==> config.mk <==
export PLATFORM = sky130hd
export DESIGN_NAME = seq_det_ctrl
export DESIGN_NICKNAME = d
export VERILOG_FILES = /design/src/rtl/seq_det_pkg.sv /design/src/rtl/seq_match_core.sv /design/src/rtl/seq_det_ctrl.sv
export SDC_FILE = /design/constraint.sdc
export NUM_CORES = 1
export LEC_CHECK = 0
export ABC_AREA = 1
export CELL_PAD_IN_SITES_DETAIL_PLACEMENT = 0
export CELL_PAD_IN_SITES_GLOBAL_PLACEMENT = 1
export CORE_MARGIN = 2
export CORE_UTILIZATION = 35
export CTS_CLUSTER_DIAMETER = 150
export DETAILED_ROUTE_END_ITERATION = 6
export PLACE_DENSITY_LB_ADDON = 0.1
export SETUP_SLACK_MARGIN = 0.5
export SLEW_MARGIN = 40
export SYNTH_ARGS = -nofsm -noshare
export SYNTH_HDL_FRONTEND = slang
export SYNTH_SLANG_ARGS = --single-unit
==> constraint.sdc <==
create_clock -name clk -period 4.5 [get_ports clk]
set_input_delay 0.9 -clock clk [delete_from_list [all_inputs] [get_ports clk]]
set_output_delay 0.9 -clock clk [all_outputs]
set_load 0.01 [all_outputs]
==> src/rtl/seq_det_pkg.sv <==
// -----------------------------------------------------------------------------
// seq_det_pkg
// Shared definitions for the programmable serial pattern detector:
//   - state_t     : controller FSM states (IDLE / RUN / DONE)
//   - DEF_*       : configuration loaded by reset (pattern 10110, len 5,
//                   target 0 = run forever)
//   - len_w()     : width needed to hold a length value 0..max_len
// Optional build macro used by the detector: SEQ_DET_NO_OVERLAP_EN
// (see seq_match_core).
// -----------------------------------------------------------------------------
package seq_det_pkg;

  typedef enum logic [1:0] {
    ST_IDLE = 2'd0,
    ST_RUN  = 2'd1,
    ST_DONE = 2'd2
  } state_t;

  localparam logic [4:0] DEF_PATTERN = 5'b10110;
  localparam int         DEF_LEN     = 5;
  localparam int         DEF_TARGET  = 0;

  // Bits needed to represent every value 0..max_len inclusive.
  function automatic int len_w(input int max_len);
    return $clog2(max_len + 1);
  endfunction

endpackage

==> src/rtl/seq_match_core.sv <==
// -----------------------------------------------------------------------------
// seq_match_core
// Serial matcher: history shift register, bit-fill counter and a
// length-masked compare against the programmed pattern.
//
// Build option: SEQ_DET_NO_OVERLAP_EN
//   defined   - history and fill are cleared when a match registers, so the
//               bits of one match are never reused by the next one.
//   undefined - overlapping matches are detected.
//
// Ports:
//   clk, rst_n : clock, asynchronous active-low reset
//   clr        : synchronous clear of history, fill and match
//   shift_en   : din is a valid bit this cycle
//   din        : serial data bit (shifted into history LSB)
//   pattern    : pattern; bit [len-1] is the first bit received
//   len        : active pattern length in bits
//   match      : one-cycle pulse, registered on the edge that samples the
//                completing bit
// -----------------------------------------------------------------------------
module seq_match_core
  import seq_det_pkg::*;
#(
  parameter int MAX_LEN = 8,
  parameter int LEN_W   = len_w(MAX_LEN)
) (
  input  logic               clk,
  input  logic               rst_n,
  input  logic               clr,
  input  logic               shift_en,
  input  logic               din,
  input  logic [MAX_LEN-1:0] pattern,
  input  logic [LEN_W-1:0]   len,
  output logic               match
);

  localparam logic [LEN_W-1:0] FILL_MAX = LEN_W'(MAX_LEN);

  logic [MAX_LEN-1:0] r_hist;
  logic [LEN_W-1:0]   r_fill;
  logic               r_match;

  logic [MAX_LEN-1:0] w_hist_nxt;
  logic [MAX_LEN-1:0] w_mask;
  logic [LEN_W-1:0]   w_fill_nxt;
  logic               w_hit;

  // The compare looks at the history as it will be after this edge, so the
  // match register goes high on the same edge that samples the last bit.
  always_comb begin
    w_hist_nxt = {r_hist[MAX_LEN-2:0], din};
    w_fill_nxt = (r_fill == FILL_MAX) ? r_fill : r_fill + 1'b1;
    for (int i = 0; i < MAX_LEN; i++) begin
      w_mask[i] = (i < int'(len));
    end
    w_hit = shift_en && (w_fill_nxt >= len) &&
            (((w_hist_nxt ^ pattern) & w_mask) == '0);
  end

  always_ff @(posedge clk or negedge rst_n) begin
    if (!rst_n) begin
      r_hist  <= '0;
      r_fill  <= '0;
      r_match <= 1'b0;
    end else if (clr) begin
      r_hist  <= '0;
      r_fill  <= '0;
      r_match <= 1'b0;
    end else begin
      r_match <= w_hit;
      if (shift_en) begin
`ifdef SEQ_DET_NO_OVERLAP_EN
        if (w_hit) begin
          r_hist <= '0;
          r_fill <= '0;
        end else begin
          r_hist <= w_hist_nxt;
          r_fill <= w_fill_nxt;
        end
`else
        r_hist <= w_hist_nxt;
        r_fill <= w_fill_nxt;
`endif
      end
    end
  end

  assign match = r_match;

endmodule

==> src/rtl/seq_det_ctrl.sv <==
// -----------------------------------------------------------------------------
// seq_det_ctrl
// Run-time controller for the serial pattern detector. Holds the programmed
// pattern / length / match target, sequences IDLE -> RUN -> DONE, counts
// matches (saturating) and stretches each hit into a PULSE_W-cycle pulse.
//
// Build option: SEQ_DET_NO_OVERLAP_EN (handled inside seq_match_core).
//
// Ports:
//   clk, rst_n   : clock, asynchronous active-low reset
//   cfg_valid    : config write strobe, accepted when cfg_ready is high
//   cfg_ready    : high in IDLE and DONE
//   cfg_pattern  : pattern; bit [cfg_len-1] is the first bit received
//   cfg_len      : pattern length (1..MAX_LEN is startable)
//   cfg_target   : matches before DONE; 0 = run forever
//   start        : begin detection (ignored in RUN)
//   abort        : return to IDLE; wins over start
//   din_valid    : din qualifier
//   din          : serial data bit
//   hit_pulse    : stretched match indication
//   match_cnt    : matches since last start, saturating
//   busy / done  : high in RUN / DONE
// -----------------------------------------------------------------------------
module seq_det_ctrl
  import seq_det_pkg::*;
#(
  parameter int MAX_LEN = 8,
  parameter int CNT_W   = 8,
  parameter int PULSE_W = 2
) (
  input  logic                         clk,
  input  logic                         rst_n,
  input  logic                         cfg_valid,
  output logic                         cfg_ready,
  input  logic [MAX_LEN-1:0]           cfg_pattern,
  input  logic [len_w(MAX_LEN)-1:0]    cfg_len,
  input  logic [CNT_W-1:0]             cfg_target,
  input  logic                         start,
  input  logic                         abort,
  input  logic                         din_valid,
  input  logic                         din,
  output logic                         hit_pulse,
  output logic [CNT_W-1:0]             match_cnt,
  output logic                         busy,
  output logic                         done
);

  localparam int LEN_W = len_w(MAX_LEN);
  localparam int STR_W = $clog2(PULSE_W + 1);

  localparam logic [LEN_W-1:0]   LEN_MAX     = LEN_W'(MAX_LEN);
  localparam logic [STR_W-1:0]   STR_LOAD    = STR_W'(PULSE_W);
  localparam logic [CNT_W-1:0]   CNT_MAX     = '1;
  localparam logic [MAX_LEN-1:0] RST_PATTERN = MAX_LEN'(DEF_PATTERN);
  localparam logic [LEN_W-1:0]   RST_LEN     = LEN_W'(DEF_LEN);
  localparam logic [CNT_W-1:0]   RST_TARGET  = CNT_W'(DEF_TARGET);

  state_t             r_state;
  state_t             w_state_nxt;

  logic [MAX_LEN-1:0] r_pattern;
  logic [LEN_W-1:0]   r_len;
  logic [CNT_W-1:0]   r_target;
  logic [CNT_W-1:0]   r_cnt;
  logic [STR_W-1:0]   r_stretch;

  logic               w_len_ok;
  logic               w_reached;
  logic               w_enter_run;
  logic               w_shift_en;
  logic               w_core_match;
  logic               w_take;

  assign w_len_ok  = (r_len != '0) && (r_len <= LEN_MAX);
  assign w_reached = (r_target != '0) && (r_cnt == r_target);

  // Next state and state-decoded outputs.
  always_comb begin
    w_state_nxt = r_state;
    busy        = 1'b0;
    done        = 1'b0;
    cfg_ready   = 1'b1;
    case (r_state)
      ST_IDLE: begin
        if (!abort && start && w_len_ok) w_state_nxt = ST_RUN;
      end
      ST_RUN: begin
        busy      = 1'b1;
        cfg_ready = 1'b0;
        if (abort)          w_state_nxt = ST_IDLE;
        else if (w_reached) w_state_nxt = ST_DONE;
      end
      ST_DONE: begin
        done = 1'b1;
        if (abort)                  w_state_nxt = ST_IDLE;
        else if (start && w_len_ok) w_state_nxt = ST_RUN;
      end
      default: w_state_nxt = ST_IDLE;
    endcase
  end

  always_ff @(posedge clk or negedge rst_n) begin
    if (!rst_n) r_state <= ST_IDLE;
    else        r_state <= w_state_nxt;
  end

  // Clearing happens on every entry into RUN, from IDLE or from DONE.
  assign w_enter_run = (w_state_nxt == ST_RUN) && (r_state != ST_RUN);
  assign w_shift_en  = (r_state == ST_RUN) && din_valid;
  // A match is only acted on while running; abort suppresses it so the
  // count is held and the pulse is forced low.
  assign w_take      = (r_state == ST_RUN) && w_core_match && !abort;

  always_ff @(posedge clk or negedge rst_n) begin
    if (!rst_n) begin
      r_pattern <= RST_PATTERN;
      r_len     <= RST_LEN;
      r_target  <= RST_TARGET;
    end else if (cfg_valid && cfg_ready) begin
      r_pattern <= cfg_pattern;
      r_len     <= cfg_len;
      r_target  <= cfg_target;
    end
  end

  seq_match_core #(
    .MAX_LEN (MAX_LEN),
    .LEN_W   (LEN_W)
  ) u_core (
    .clk      (clk),
    .rst_n    (rst_n),
    .clr      (w_enter_run),
    .shift_en (w_shift_en),
    .din      (din),
    .pattern  (r_pattern),
    .len      (r_len),
    .match    (w_core_match)
  );

  // Once the target is reached the count freezes, even for a match that
  // lands on the edge taking the FSM into DONE.
  always_ff @(posedge clk or negedge rst_n) begin
    if (!rst_n) begin
      r_cnt <= '0;
    end else if (w_enter_run) begin
      r_cnt <= '0;
    end else if (w_take && !w_reached && (r_cnt != CNT_MAX)) begin
      r_cnt <= r_cnt + 1'b1;
    end
  end

  // Stretcher: a new match reloads the full width, so back-to-back hits
  // give one continuous pulse.
  always_ff @(posedge clk or negedge rst_n) begin
    if (!rst_n) begin
      r_stretch <= '0;
    end else if (w_enter_run || abort) begin
      r_stretch <= '0;
    end else if (w_take) begin
      r_stretch <= STR_LOAD;
    end else if (r_stretch != '0) begin
      r_stretch <= r_stretch - 1'b1;
    end
  end

  assign hit_pulse = (r_stretch != '0);
  assign match_cnt = r_cnt;

endmodule

==> key figures, run 1 <==
Run status
  – Status: finished, final reports clean

Global routing
  – Met1 usage in global routing: 24.1%
  – Initial antenna violation count: 0
  – Final global-route overflow total: 0
  – Largest net degree at the start of global routing: 45
  – Met2 usage: 21.0%
  – Met3 GRT Util: 3.42%
  – First-pass GRT wire length: 9.26 mm
  – Total Routing Usage GR: 15.3%
  – Vias in the first global route: 1811
  – Global routing's busiest layer: met1

Run
  – Reported max-cap violation count: 0

Final layout
  – Fin area: 3080 um^2
  – Area occupied by multi-input gates: 1190 um^2
  – Number of diodes: 0
  – Proportion of layout cells with a drive suffix above 1: 11.6%
  – Area Overhead vs Synth: 21.8%
  – Register area: 1110 um^2
  – Nets@finish: 380
  – Final non-filler cell total: 445
  – Fill cells: 759

Yosys
  – Proportion of synthesized chip area in sequential cells: 43.7%
  – Unique masters post-synth: 25
  – Syn Nets: 341
  – Syn Inst Count: 306
  – Post-Syn Area: 2530 um^2
  – Yosys warnings: 0
  – Synthesized flop and latch total: 44
  – Syn Area/Cell: 8.28 um^2

STA
  – Final Hold Viols: 0
  – Hold slack final: 529 ps
  – Pins Over Slew Limit: 0
  – Setup_tns: 0 ps
  – RSZ-0062 raised after global routing: false
  – Final setup violation count: 0
  – Final Skew: 3.21 ps
  – Worst rel slew slack: 59.6%
  – Fmax: 0.414 GHz
  – Final Critical Period: 2410 ps
  – Period utilisation layout: 53.6%
  – Worst-Margin Slew: 603 ps

Power
  – Clock power frac: 22.9%
  – Logic pwr share: 30.5%
  – Psw: 0.364 mW
  – Total power: 1.12 mW
  – Sw Share: 32.5%
  – P_int: 0.756 mW
  – P_leak: 1.58 nW
  – Sequential share of power: 46.6%
  – Worst vdd ir: 0.125 mV
  – Power Density: 363 nW/um^2

Critical path
  – Critical path required time: 3600 ps
  – Worst Setup Start Kind: register
  – Worst setup EP type: output pin
  – CP arrival: 1510 ps
  – CP max FO: 4
  – Critical path class: register to output pin

Placed design
  – Dpl cell area: 2990 um^2
  – Placed cell count: 437
  – Routability Congestion: 0.722
  – Dpl hpwl: 3.97 mm
  – Port buffer count: 38

Floorplan
  – Placeable Area: 7140 um^2
  – Initial Utilization: 35.5%
  – Die X: 89.1 um
  – DIE AREA: 7930 um^2
  – Row cnt: 31
  – Die height: 89.1 um
  – I/O Pins: 39

Clocking
  – Post CTS Setup Buffer Count: 0
  – Post-cts sizing count: 0
  – Clk slew on worst S/H paths: 80 ps
  – CTS Buffer Depth: 2
  – Root Buffer: clkbuf_8
  – CTS tree: built
  – CTS sink cnt: 44
  – Hold_buf cts: 0
  – H-tree levels: 2
  – Clock insertion delay at the later pin of the skew report: 290 ps
  – TritonCTS Buffers: 5

Detailed routing
  – Vias per cell: 4.48
  – Post-Route WL: 5.40 mm
  – Iter 0 DRT Violations: 98
  – # DRC: 0
  – DR WL/cell: 12.1 um
  – 1st-pass router iterations: 4
  – Via count: 1993
  – Post-route ant nets: 0

Hold path
  – Hold crit path type: register to register
## cells by family after synthesis
family	share of synthesized area, %
AOI/OAI and AO/OA	5.39
xor gates and xnor gates	5.53
adders and majority gates	3.95
buffers and inverters	9.14
DFF	43.7
muxes	8.45
and+or+nand+nor	23.8
## power by group through the flow
stage	Combinational (mW)	Sequential (mW)	Clock, mW
floorplan	0.252	0.513	0
global placement	0.340	0.529	0
detailed placement	0.346	0.531	0
CTS	0.347	0.523	0.268
global route	0.399	0.532	0.284
finish	0.341	0.523	0.256
## routing by layer
layer	wire [um]	share of wire (%)
met1	2880	53
met2	2230	41
met3	224	4.1
met4	66	1.2
met5	0	0
## cells in the mapped netlist
cell | n | share of area [%]
a21oi_1 | 10 | 2.0
buf_2 | 2 | 0.40
buf_4 | 5 | 1.5
clkinv_1 | 1 | 0.15
dfrtp_1 | 39 | 39
dfstp_2 | 5 | 5.2
ha_1 | 8 | 4.0
inv_1 | 46 | 6.8
inv_2 | 2 | 0.30
mux2_2 | 19 | 8.4
nand2_1 | 74 | 11
nand2_2 | 1 | 0.25
nand2_4 | 2 | 0.89
nand3_1 | 20 | 4.0
nand4_1 | 12 | 3.0
nor2_1 | 25 | 3.7
nor2_2 | 1 | 0.25
nor2_4 | 1 | 0.44
nor3_1 | 2 | 0.40
o211a_1 | 1 | 0.40
o211ai_1 | 1 | 0.30
o21ai_0 | 12 | 2.4
o21ai_2 | 1 | 0.35
xnor2_1 | 5 | 1.7
xor2_1 | 11 | 3.8
## placed cells by master (no fill, tap or decap), drive strengths merged
| cell type | n |
|---|---|
| o211a | 1 |
| clkinv | 1 |
| nand2 | 77 |
| clkbuf | 8 |
| dfrtp | 39 |
| clkdlybuf4s50 | 37 |
| o211ai | 1 |
| dfstp | 5 |
| xnor2 | 5 |
| o21ai | 13 |
| nor2 | 27 |
| nor3 | 2 |
| nand4 | 12 |
| xor2 | 11 |
| buf | 2 |
| nand3 | 20 |
| a21oi | 10 |
| ha | 8 |
| mux2 | 19 |
| inv | 48 |
## metrics by stage
stage	worst slack, ps	utilization, %
finish	2090	43.2
global route	2020	43.2
CTS	2070	43.2
detailed placement	2140	42.0
global placement	2170	41.9
floorplan	2710	-
## worst max-delay path, stage by stage (launching register included)
cell	delay, ps
dfrtp_1	360
inv_1	50
ha_1	230
inv_1	60
clkdlybuf4s50_1	520
## flip-flops by register name, summed over array words and instances, names as in the netlist
signal and flops:
match_cnt 8, r_len 4, r_pattern 8, r_state 2, r_stretch 2, r_target 8, u_core.match 1, u_core.r_fill 4
u_core.r_hist 7
## worst paths after layout
path / cells after the start / slack (ps) / from / to
hold reg to reg: 1 / 530 / r_pattern[6] / r_pattern[6]
setup / recovery: 4 / 2090 / r_stretch[0] / hit_pulse
min in group asynchronous: 1 / 600 / rst_n / r_len[3]
hold / removal: 1 / 530 / r_pattern[6] / r_pattern[6]
max in group asynchronous: 1 / 3510 / rst_n / match_cnt[1]
setup reg to reg: 11 / 2790 / u_core.r_fill[0] / u_core.match
## layout make-up
| type | instances | area share (%) |
|---|---|---|
| Multi-Input combinational cell | 206 | 38.7 |
| Sequential cell | 44 | 35.9 |
| Timing Repair Buffer | 39 | 12.5 |
| Inverter | 49 | 5.96 |
| Tap cell | 99 | 4.02 |
| Clock buffer | 8 | 2.92 |
Note: power is estimated with default switching activity, not from simulation.
==> run 2: changes to the inputs <==
clock period = 2.2 ns   (was 4.5 ns; I/O delays follow)
==> run 2 against run 1 <==
Effect of this change: total power increased by 120%; critical path depth increased by 5; worst hold slack got worse by 440 ps; clock power increased by 110%; sequential cell count unchanged; register-to-register slack got worse by 2200 ps; core utilization increased by 3.4 points; non-clock buffer count increased by 18; wire length increased by 2.2%; combinational power increased by 140%; sequential power increased by 100%; critical path type is now register to register; critical endpoint is now u_core.match.
==> key figures, run 2 (synthesis gave the netlist of run 1 again) <==
STA
  – Setup_tns: 0 ps
  – Hold slack final: 84.9 ps
  – Worst rel slew slack: 64.9%
  – Final setup violation count: 0
  – Period utilisation layout: 75.2%
  – Worst-Margin Slew: 524 ps
  – Pins Over Slew Limit: 0
  – Final Critical Period: 1650 ps
  – Final Hold Viols: 0
  – Final Skew: 5.36 ps
  – RSZ-0062 raised after global routing: true
  – Fmax: 0.604 GHz

Power
  – P_leak: 1.74 nW
  – Worst vdd ir: 0.260 mV
  – Total power: 2.44 mW
  – Power Density: 733 nW/um^2

Critical path
  – CP max FO: 3
  – CP arrival: 1880 ps
  – Worst setup EP type: register
  – Worst Setup Start Kind: register
  – Crit path cell chain: buf_4 > ha_1 > nand3_1 > o21ai_1 > ha_1 > o211ai_1 > nand3_1 > nand2_1 > nor2_1
  – Critical path class: register to register
  – Critical path required time: 2430 ps
  – R2R cell count: 9
  – Slack of the worst reg-to-reg path: 550 ps
  – Reg2reg end: u_core.match
  – Critical path's slowest cell: dfrtp_1
  – CP Launch Point: u_core.r_fill[0]
  – Largest stage delay, worst path: 410 ps
  – Crit Reg-Reg Startpoint: u_core.r_fill[0]

Detailed routing
  – Post-route ant nets: 0
  – Detail Route met3 WL: 205 um
  – 1st-pass router iterations: 4
  – Top sig layer: met4
  – Iter 0 DRT Violations: 76
  – # DRC: 0
  – DR WL/cell: 11.9 um
  – Met2 wire len: 2.27 mm
  – Vias per cell: 4.42
  – DRT met1 WL: 3.02 mm
  – Via count: 2047
  – Post-Route WL: 5.52 mm

Run
  – Reported max-cap violation count: 0

Floorplan
  – Row cnt: 31
  – DIE AREA: 7930 um^2
  – I/O Pins: 39
  – Initial Utilization: 35.5%
  – Die X: 89.1 um
  – Placeable Area: 7140 um^2
  – Die height: 89.1 um

Global routing
  – Total Routing Usage GR: 15.0%
  – Initial antenna violation count: 0
  – Final global-route overflow total: 0
  – Largest net degree at the start of global routing: 27
  – First-pass GRT wire length: 9.13 mm
  – Vias in the first global route: 1860

Placed design
  – Dpl hpwl: 4.05 mm
  – Routability Congestion: 0.747
  – Port buffer count: 38

Final layout
  – Number of diodes: 0
  – Finished Core Util: 46.6%
  – Most frequent cells in the layout: 74 x nand2_1, 41 x inv_1, 31 x dfrtp_1
  – Nets@finish: 398
  – Commonest non-fill, non-tap cell in the layout: nand2_1
  – Area Overhead vs Synth: 31.3%
  – Proportion of layout cells with a drive suffix above 1: 22.8%
  – Fill cells: 757

Clocking
  – CTS Buffer Depth: 2
  – Root Buffer: clkbuf_8
  – Clk slew on worst S/H paths: 80 ps
  – TritonCTS Buffers: 5
  – CTS sink cnt: 44
  – H-tree levels: 2
  – Clock insertion delay at the later pin of the skew report: 290 ps
  – CTS tree: built

Hold path
  – Hold crit path type: input pin to async pin

Run status
  – Status: finished, final reports clean
==> run 2: how the worst max path moves through the flow <==
| stage | slack [ps] | cells past startpoint | end |
|---|---|---|---|
| after global routing | 410 | 11 | u_core.match |
| final | 550 | 9 | u_core.match |
| after detailed placement | 320 | 6 | u_core.r_hist[6] |
| after global placement | 340 | 6 | u_core.r_hist[0] |
| after floorplan | 660 | 10 | u_core.match |
| after CTS | 460 | 4 | hit_pulse |
==> run 2: where the power goes <==
part	switching [mW]	total [mW]	internal (mW)	leakage (nW)
sequential	0.115	1.07	0.954	0.539
clock	0.283	0.534	0.251	0.0510
combinational	0.409	0.835	0.426	1.15
==> run 2: cell type report <==
type	instances	area, um^2	share of cell area, %
Clock inverter	2	10.0	0.301
Clock buffer	6	82.6	2.48
Tap cell	99	124	3.72
Timing Repair Buffer	57	542	16.3
Sequential cell	44	1120	33.6
Multi-Input combinational cell	206	1260	38.0
Inverter	49	186	5.61
==> run 2: through the flow <==
stage | worst slack, ps | instances | instance area [um^2]
2_1_floorplan | 660 | 306 | 2530
3_3_place_gp | 336 | 441 | 3030
3_5_place_dp | 322 | 441 | 3030
4_1_cts | 456 | 460 | 3220
5_1_grt | 412 | 463 | 3330
6_report | 545 | 463 | 3330
==> run 2: critical path: cells and delay by family (launching register included) <==
family,cells,cell delay (ps)
AO/OA/AOI/OAI,2,180
adder cells (fa/ha/maj),2,520
buffers and inverters,1,140
flip-flops,1,410
AND/OR/NAND/NOR,4,340
==> run 2: what timing repair did <==
| action | CTS | global route |
|---|---|---|
| hold buffers | 0 | 0 |
| pin swaps | 3 | 8 |
| gates resized for setup | 18 | 22 |
| buffers inserted | 11 | 3 |
| setup endpoints to repair | 21 | 14 |
| hold endpoints to repair | 0 | 0 |
==> run 2: metal layers <==
layer / vias to the layer above / track usage, %
met2: 36 / 21.0
met5: - / 0
li1: 1095 / -
met3: 4 / 3.05
met4: 0 / 3.26
met1: 912 / 23.6
==> run 3: changes to the inputs <==
clock period = 1.52 ns   (was 2.2 ns; I/O delays follow)
==> run 3 against run 2 <==
Effect of this change: the flow now finishes with violations (hold timing, setup timing); cell count grew 12%; clock skew grew 3.6 ps; critical path depth grew 1; worst setup slack lost 640 ps; first-iteration DRC count grew 63%; largest cell class unchanged; highest routed layer unchanged.
==> key figures, run 3 (synthesis gave the netlist of run 1 again) <==
Run status
  – Status: complete, but fails checks
  – Violated checks: hold timing, setup timing

Clocking
  – CTS sink cnt: 44
  – Clk slew on worst S/H paths: 90 ps
  – H-tree levels: 2
  – TritonCTS Buffers: 5
  – Root Buffer: clkbuf_8
  – CTS tree: built
  – CTS Buffer Depth: 2
  – Clock insertion delay at the later pin of the skew report: 290 ps

Final layout
  – Finished Core Util: 60.9%
  – Most frequent cells in the layout: 57 x nand2_1, 38 x buf_6, 34 x buf_4
  – Nets@finish: 455
  – Final non-filler cell total: 520
  – Number of diodes: 0
  – Commonest non-fill, non-tap cell in the layout: nand2_1
  – Fin area: 4350 um^2
  – Area Overhead vs Synth: 71.7%
  – Fill cells: 636
  – Proportion of layout cells with a drive suffix above 1: 49.9%

Power
  – Power Density: 941 nW/um^2
  – Clock power frac: 19.0%
  – P_int: 2.68 mW
  – Psw: 1.41 mW
  – Total power: 4.09 mW
  – P_leak: 2.16 nW
  – Logic pwr share: 42.9%
  – Worst vdd ir: 0.401 mV
  – Sequential share of power: 38.1%
  – Sw Share: 34.5%

Placed design
  – Port buffer count: 38
  – Routability Congestion: 0.761
  – Dpl cell area: 3370 um^2
  – Placed cell count: 463
  – Dpl hpwl: 4.35 mm
  – Place WS: -125 ps

STA
  – Setup_tns: -90.6 ps
  – Fmax: 0.621 GHz
  – Final setup violation count: 1
  – Worst-Margin Slew: 790 ps
  – Hold slack final: -4.56 ps
  – Final Critical Period: 1610 ps
  – Final Hold Viols: 4
  – Final setup margin: -90.6 ps
  – RSZ-0062 raised after global routing: true
  – Worst rel slew slack: 47.3%
  – Period utilisation layout: 106%
  – Final Skew: 8.92 ps
  – Pins Over Slew Limit: 0

Critical path
  – Critical path class: register to register
  – Critical path required time: 1750 ps
  – Critical path's slowest cell: dfrtp_1
  – CP max FO: 4
  – Worst Setup Start Kind: register
  – CP delay by family, top: flip-flops
  – Worst setup EP type: register
  – Buf/Inv on CP: 2
  – CP arrival: 1840 ps
  – Crit path cell chain: inv_2 > ha_4 > nand3_4 > xor2_2 > inv_2 > ha_4 > nand4_1 > nand3_1 > nand2_1 > nor2_1
  – Largest stage delay, worst path: 430 ps

Floorplan
  – Die height: 89.1 um
  – Initial Utilization: 35.5%
  – I/O Pins: 39
  – DIE AREA: 7930 um^2
  – Die X: 89.1 um
  – Row cnt: 31
  – Placeable Area: 7140 um^2

Global routing
  – Total Routing Usage GR: 18.2%
  – Met2 usage: 28.6%
  – Final global-route overflow total: 0
  – Met3 GRT Util: 2.86%
  – Global routing's busiest layer: met2
  – Initial antenna violation count: 0
  – Vias in the first global route: 2250
  – Met1 usage in global routing: 26.5%
  – First-pass GRT wire length: 11.0 mm
  – Largest net degree at the start of global routing: 33

Detailed routing
  – DR WL/cell: 13.8 um
  – Post-route ant nets: 0
  – Iter 0 DRT Violations: 124
  – Via count: 2421
  – Post-Route WL: 7.19 mm
  – 1st-pass router iterations: 4
  – Vias per cell: 4.66
  – # DRC: 0

Run
  – Reported max-cap violation count: 0

Hold path
  – Hold crit path type: input pin to async pin
-- run 3: path summary, 6_finish.rpt --
kind / start / end / slack, ps / depth (start not counted)
hold reg to reg: r_pattern[0] / r_pattern[0] / 550 / 1
hold / removal: rst_n / u_core.r_hist[3] / -5 / 2
setup / recovery: u_core.r_fill[0] / u_core.match / -90 / 10
min in group clk: r_pattern[0] / r_pattern[0] / 550 / 1
setup reg to reg: u_core.r_fill[0] / u_core.match / -90 / 10
max in group asynchronous: rst_n / r_len[0] / 930 / 2
-- run 3: final cells by class --
type / instances / area [um^2] / area share (%)
Clock buffer: 6 / 82.6 / 1.90
Clock inverter: 2 / 10.0 / 0.230
Inverter: 49 / 189 / 4.35
Multi-Input combinational cell: 209 / 1680 / 38.6
Sequential cell: 44 / 1120 / 25.7
Tap cell: 99 / 124 / 2.85
Timing Repair Buffer: 111 / 1150 / 26.4
-- run 3: timing repair --
item                       4_1_cts  5_1_grt
setup endpoints to repair       56       66
setup buffers                   24       16
pin swaps                       20       35
hold buffers                     1        2
hold endpoints to repair        10        1
gates resized for setup        125       66
gates cloned                     4        2
-- run 3: routing by layer --
metal,vias up,share of wire [%]
met5,-,0
met4,0,0.79
met3,4,3.0
met2,46,48
met1,1165,48
li1,1206,-
-- run 3: power groups by stage --
stage | clock (mW) | sequential, mW | combinational (mW)
after floorplan | 0 | 1.53 | 0.842
after global placement | 0 | 1.56 | 1.21
after detailed placement | 0 | 1.57 | 1.22
after CTS | 0.804 | 1.55 | 1.45
after global routing | 0.858 | 1.59 | 1.95
final | 0.776 | 1.56 | 1.75
